[config.mk]
export PLATFORM = sky130hd
export DESIGN_NAME = store_merge
export DESIGN_NICKNAME = d
export VERILOG_FILES = /design/src/rtl/store_merge.sv
export SDC_FILE = /design/constraint.sdc
export NUM_CORES = 1
export LEC_CHECK = 0
export BUFFER_PORTS_ARGS = -buffer_cell sky130_fd_sc_hd__buf_2
export CELL_PAD_IN_SITES_DETAIL_PLACEMENT = 1
export CELL_PAD_IN_SITES_GLOBAL_PLACEMENT = 1
export CORE_ASPECT_RATIO = 0.7
export CORE_MARGIN = 1.5
export CORE_UTILIZATION = 29
export CTS_CLUSTER_DIAMETER = 100
export DETAILED_ROUTE_END_ITERATION = 7
export PLACE_DENSITY = 0.73
export SETUP_SLACK_MARGIN = 0.1
export SYNTH_ARGS = -nofsm -noshare
export SYNTH_HDL_FRONTEND = slang
export SYNTH_SLANG_ARGS = --single-unit
export TNS_END_PERCENT = 100
[constraint.sdc]
create_clock -name clk -period 1.7 [get_ports clk]
set_input_delay 0.17 -clock clk [delete_from_list [all_inputs] [get_ports clk]]
set_output_delay 0.17 -clock clk [all_outputs]
set_load 0.02 [all_outputs]
[src/rtl/store_merge.sv]
// Store-path line merge: read-modify-write of a 128-bit cache line for
// 32/36-bit scalar stores, direct line write for 128-bit vector stores.
module store_merge #(
    parameter int ADDR_W = 32
) (
    input  logic              clk,
    input  logic              rst,
    input  logic              st_valid,
    output logic              st_ready,
    input  logic [ADDR_W-1:0] st_addr,
    input  logic [1:0]        st_line,
    input  logic [1:0]        st_type,
    input  logic [127:0]      st_data,
    output logic              cache_rd_req,
    output logic [ADDR_W-1:0] cache_rd_addr,
    input  logic              cache_rd_valid,
    input  logic [127:0]      cache_rd_data,
    output logic              cache_wr_req,
    output logic [ADDR_W-1:0] cache_wr_addr,
    output logic [127:0]      cache_wr_data,
    input  logic              cache_wr_ack,
    output logic              done
);

    localparam logic [1:0] S_IDLE = 2'd0;
    localparam logic [1:0] S_RD   = 2'd1;
    localparam logic [1:0] S_WR   = 2'd2;

    localparam logic [1:0] T_NONE = 2'b00;
    localparam logic [1:0] T_W32  = 2'b01;
    localparam logic [1:0] T_W36  = 2'b10;
    localparam logic [1:0] T_VEC  = 2'b11;

    logic [1:0]        state_q, state_d;
    logic [ADDR_W-1:0] addr_q, addr_d;
    logic [1:0]        line_q, line_d;
    logic [1:0]        type_q, type_d;
    logic [35:0]       sdata_q, sdata_d;
    logic [127:0]      wr_data_q, wr_data_d;
    logic              done_q, done_d;
    logic [127:0]      merged;

    // Splice the registered scalar into the line returned by the cache.
    always_comb begin
        merged = cache_rd_data;
        if (type_q == T_W32) begin
            case (line_q)
                2'b00:   merged[31:0]   = sdata_q[31:0];
                2'b01:   merged[63:32]  = sdata_q[31:0];
                2'b10:   merged[95:64]  = sdata_q[31:0];
                default: merged[127:96] = sdata_q[31:0];
            endcase
        end else if (type_q == T_W36) begin
            if (line_q[1]) begin
                merged[99:64] = sdata_q;
            end else begin
                merged[35:0] = sdata_q;
            end
        end
    end

    always_comb begin
        state_d   = state_q;
        addr_d    = addr_q;
        line_d    = line_q;
        type_d    = type_q;
        sdata_d   = sdata_q;
        wr_data_d = wr_data_q;
        done_d    = 1'b0;
        case (state_q)
            S_IDLE: begin
                // Type 00 is consumed silently and leaves no trace.
                if (st_valid && st_type != T_NONE) begin
                    addr_d  = st_addr;
                    line_d  = st_line;
                    type_d  = st_type;
                    sdata_d = st_data[35:0];
                    if (st_type == T_VEC) begin
                        wr_data_d = st_data;
                        state_d   = S_WR;
                    end else begin
                        state_d = S_RD;
                    end
                end
            end
            S_RD: begin
                if (cache_rd_valid) begin
                    wr_data_d = merged;
                    state_d   = S_WR;
                end
            end
            S_WR: begin
                if (cache_wr_ack) begin
                    state_d = S_IDLE;
                    done_d  = 1'b1;
                end
            end
            default: state_d = S_IDLE;
        endcase
    end

    always_ff @(posedge clk) begin
        if (rst) begin
            state_q   <= S_IDLE;
            addr_q    <= '0;
            line_q    <= 2'b00;
            type_q    <= T_NONE;
            sdata_q   <= '0;
            wr_data_q <= '0;
            done_q    <= 1'b0;
        end else begin
            state_q   <= state_d;
            addr_q    <= addr_d;
            line_q    <= line_d;
            type_q    <= type_d;
            sdata_q   <= sdata_d;
            wr_data_q <= wr_data_d;
            done_q    <= done_d;
        end
    end

    assign st_ready      = (state_q == S_IDLE);
    assign cache_rd_req  = (state_q == S_RD);
    assign cache_wr_req  = (state_q == S_WR);
    assign cache_rd_addr = addr_q;
    assign cache_wr_addr = addr_q;
    assign cache_wr_data = wr_data_q;
    assign done          = done_q;

endmodule

# == Word level (Yosys, flattened, before mapping) ==
# Cells that the tools add are included.
# word_totals
wordCells,51
out_inout_bits,196
ram_bits,0
reg_bits,203
romBits,0
inputBits,297
latch_bits,0
memories,0
# op_classes
addsub,0
magnitude_cmp,0
mul,0
eq_ne,11
div_mod_pow,0
bitwise_logic,1
n_reduce_logical,10
shifts,0
n_mux,22
# ops
cell,count
two-way mux 128 bit,3
case mux 128 bit (2 select lines),1
two-way mux 36 bit,6
two-way mux 32 bit,4
two-way mux 28 bit,2
equality test 2 bit (second input constant),4
two-way mux 2 bit,4
!= test 2 x 1 -> 1 bit (second input constant),4
equality test 2 x 1 -> 1 bit (second input constant),3
case mux 2 bit (3 select lines),1
zero test 2 bit,2
AND reduction 4 bit,1
nonzero test 2 bit,2
AND reduction 3 bit,1
OR reduction 3 bit,1
AND reduction 2 bit,1
OR reduction 2 bit,1
logical AND 1 bit,1
two-way mux 1 bit,1
inverter 1 bit,1

# == Logic depth before layout (Yosys ltp) ==
# depth
depth_word,6
ltp_mapped,8
depth_no_buf,5

# == Worst setup path after synthesis ==
# No wires, ideal clock.
# synth_path
path_kind,reg2reg
start,register line_q[1]
end,"register wr_data_q[30], in the netlist cache_wr_data[30]"
synth_period_minus_slack_ns,1.745
setup_time_ns,0.069
path_slack_ns,-0.045
path_stages_with_launch,9
required_time_ns,1.631
arrival_ns,1.676
n_path_buf,3
cell_sequence,dfxtp_1 buf_6 or3b_1 buf_2 o31ai_4 buf_8 mux2i_1 a211o_1 a21oi_2
# synth_via
elab_chain_cells,5
elab_cells_between_ends,7
cone_classes,6 x mux; 1 x reduce/logical
# synth_rtl
element,line,rtl
start: declaration,36,"logic [1:0] line_q, line_d;"
start signal: assignment,114,line_q <= line_d;
two-way mux 36 bit / zero test 2 bit (equally long branches),"54, 47",
two-way mux 36 bit / two-way mux 32 bit (equally long branches),"53, 47",
two-way mux 36 bit *,46,if (type_q == T_W32) begin
two-way mux 128 bit *,87,if (cache_rd_valid) begin
case mux 128 bit (2 select lines) *,70,case (state_q)
end signal: assignment,117,wr_data_q <= wr_data_d;
end: declaration,39,"logic [127:0] wr_data_q, wr_data_d;"
# Every way passes the cells marked *; elsewhere a longest branch is shown, timed or not. The select of a mux whose other input is x is not followed.
# A chain may end at the register's enable or synchronous reset.

# == Final worst setup path ==
# layout_path
start,register type_q[1]
end,"register wr_data_q[95], in the netlist cache_wr_data[95]"
# layout_via
elab_chain_cells,5
elab_cells_between_ends,6
cone_classes,2 x eq/ne; 4 x mux
# layout_rtl
element,line,rtl
start: declaration,37,"logic [1:0] type_q, type_d;"
start signal: assignment,115,type_q <= type_d;
equality test 2 bit,53,end else if (type_q == T_W36) begin
two-way mux 36 bit,53,
two-way mux 36 bit *,46,
two-way mux 128 bit *,87,
case mux 128 bit (2 select lines) *,70,
# Marked as above.

==> impl_metrics.tcl <==
set metrics [dict create \
    status "finished with violations" \
    violations "negative hold slack, negative setup slack" \
    leakage_uw 0.00811 \
    gp_congestion 0.844 \
    finalPower_uw 15400 \
    finalClockSkew_ps 16.6 \
    critPathKind "register to register" \
    yosys-top-cells-area "dfxtp_1, a21oi_1, nand2_1" \
    final.period_utilization 1.11 \
    clkTransAtPathRegs_ps 70 \
    cts-root-buf "clkbuf_16" \
    grt_setup_unrepaired "true" \
    clkSinkCount 203 \
    synthArstFlopShare 0 \
    crit_path_cell_trace "buf_4 -> or2b_1 -> o21ai_4 -> buf_12 -> buf_12 -> buf_8 -> buf_6 -> a31o_4 -> a21oi_4 -> o41ai_4" \
    final_nets 2304 \
    final_max_slew_viol_count 0 \
    core_mm2 0.0347 \
    worst_slew_pin_slew_ps 402 \
    hold_path.class "input pin to register" \
    slowest_delay_ps 360 \
    grt_max_degree 52 \
    synth.most_common_cell "nand2_1" \
    crit_path_end_kind "register" \
    h-tree-depth 1 \
    synthTopCellsByCount "nand2_1, a21oi_1, dfxtp_1" \
    grt_first_pass_wirelength_um 85600 \
    drv_cap 0 \
    relSlewSlack 0.732 \
    synth.distinct_cells 41 \
    vias 13600 \
    crit_required_ps 2110 \
    path_buf_inv 5 \
    placed_cells 2208 \
    hold_slack_ps -6.22 \
    start_util 0.294 \
    synth-edff-count 0 \
    synthAdderAreaFrac 0 \
    syn_area_mm2 0.0102 \
    fp.dieH_um 160 \
    cts_buffers 24 \
    synth_flop_cell "dfxtp_1" \
    clock_path_buffers 3 \
    path_common_cell "buf_12" \
    period_needed_ps 1890 \
    max_freq_ghz 0.528 \
    synth_compound_area_frac 0.272 \
    drt_iter0_drc 897 \
    vdd_drop_max_uv 759 \
    cp_top_family "compound AO/OA/AOI/OAI gates" \
    grt_pass1_vias 14400 \
    grtUsageTotal 0.306 \
    die_x_um 227 \
    drtPass1Iterations 5 \
    yosysTopAreaCellShare 0.399 \
    syn_area_per_cell_um2 7.82 \
    overflow 0 \
    synthesis.nets 1599 \
    clock_latency_ps 540 \
    cp_max_fo 4 \
    synth_top_family_by_area "compound AO/OA/AOI/OAI gates" \
    antenna_left 0 \
    remaining_drc_errors 0 \
    synthCells 1302 \
    ys_seq_area_frac 0.399 \
    stdcell_count 2500 \
    io_pins 493 \
    viasPerCell 5.43 \
    hpwlAfterDp_um 35300 \
    cts_tree "built" \
    powerDensity_mw_per_mm2 824 \
    routed_wl_um 62600 \
    ys_warn_count 0 \
    worst_path_max_delay_cell "dfxtp_4" \
    synthXorXnorAreaFrac 0.000860 \
    io_buffers 492 \
    antenna_found_initial 6 \
    ys_ff_latch 203 \
    row_count 57 \
    yosysTopAreaCell "dfxtp_1" \
    synth_mux_area_frac 0.0393 \
    yosys.area_share.simple 0.208 \
    fin_util 0.539 \
    fin_ws_ps -193 \
    synthToLayoutAreaGrowth_pct 83.6 \
    finalSetupViolCount 88 \
    drive_gt1_frac 0.460 \
    die_area_mm2 0.0363 \
    routedWlPerCell_um 25.1 \
    crit_arrival_ps 2300 \
    hold_violations 1 \
    cp-start-kind "register" \
]
## layout by cell type, fill, tap and decap left out, drive strengths merged, types with 3 or more instances in the layout
| cell | netlist | final |
|---|---|---|
| a311oi | 3 | 3 |
| clkinv | 0 | 3 |
| mux2i | 40 | 40 |
| dlygate4sd3 | 0 | 165 |
| o211ai | 28 | 28 |
| a31o | 32 | 32 |
| nor2 | 126 | 126 |
| nand3 | 5 | 5 |
| diode | 0 | 6 |
| clkbuf | 103 | 45 |
| a21oi | 226 | 226 |
| dfxtp | 203 | 203 |
| buf | 61 | 663 |
| nand2 | 247 | 247 |
| nand2b | 4 | 4 |
| o21ai | 9 | 9 |
| a211o | 33 | 33 |
| nor3 | 56 | 56 |
| bufinv | 0 | 3 |
| a2111o | 27 | 27 |
| nor2b | 3 | 3 |
| o41ai | 37 | 37 |
| nand3b | 39 | 39 |
| o221ai | 3 | 3 |
## area by class of cell
cell class                 count  area (µm²)
clock buffer                  32         702
antenna                        6        15.0
clock inverter                 9         129
multi-input combinational    935        6580
tap                          472         591
inverter                       1        16.3
sequential                   203        4080
fill                        4086       16000
timing repair buffer         842        6590
## logic make-up after synthesis
logic type      count (synthesis)
simple gates                  489
flops                         203
buf+inv                       165
xor+xnor                        1
mux                            40
compound gates                404
## sequential cells by signal, summed over array words and instances (netlist names)
name	count
line_q	2
type_q	2
sdata_q	36
done	1
state_q	2
cache_rd_addr	32
cache_wr_data	128
## stage by stage
step	worst slack (ps)	TNS [ps]	instance area, µm²
2_1_floorplan	-33.4	-910	10200
3_3_place_gp	-349	-15440	13600
3_5_place_dp	-395	-23100	13600
4_1_cts	-139	-5650	17500
5_1_grt	-245	-12990	18700
6_report	-193	-7450	18700
## worst paths after layout
kind                                  startpoint                               to  slack (ps)  cells after the start
setup / recovery          type_q[1]$_SDFFE_PP0P_   cache_wr_data[95]$_SDFFE_PP0P_        -190                     10
hold / removal                      st_data[112]  cache_wr_data[112]$_SDFFE_PP0P_          -6                      3
setup reg to reg          type_q[1]$_SDFFE_PP0P_   cache_wr_data[95]$_SDFFE_PP0P_        -190                     10
hold reg to reg   cache_wr_data[46]$_SDFFE_PP0P_   cache_wr_data[46]$_SDFFE_PP0P_         450                      2
## report_power, final
part	total (µW)	internal (µW)	leakage [µW]	switching, µW
Sequential	5340	5060	0.00166	281
Clock	5620	3340	0.000405	2280
Combinational	4440	1990	0.00604	2450
Total	15400	10400	0.00811	5020
## routing by layer
metal | share of wire | track usage | up-vias
li1 | - | - | 6034
met1 | 0.40 | 0.366 | 6702
met2 | 0.49 | 0.529 | 653
met3 | 0.067 | 0.0607 | 186
met4 | 0.045 | 0.133 | 2
met5 | 0.00019 | 0 | -
## repair_timing
action | in CTS | in global routing
hold buffers | 165 | 0
setup buffers | 32 | 27
endpoints found under the hold margin | 139 | 0
pin swaps | 62 | 83
setup endpoints to repair | 131 | 143
cloned | 13 | 14
resized for setup | 177 | 133
## worst register-to-register path: cells and delay by family, from the launching register on
kind / cells / cell delay (ps)
buffers and inverters: 5 / 540
flip-flops: 1 / 360
AO/OA/AOI/OAI: 4 / 620
AND/OR/NAND/NOR: 1 / 260
No activity file was read; power rests on OpenSTA's default activity.
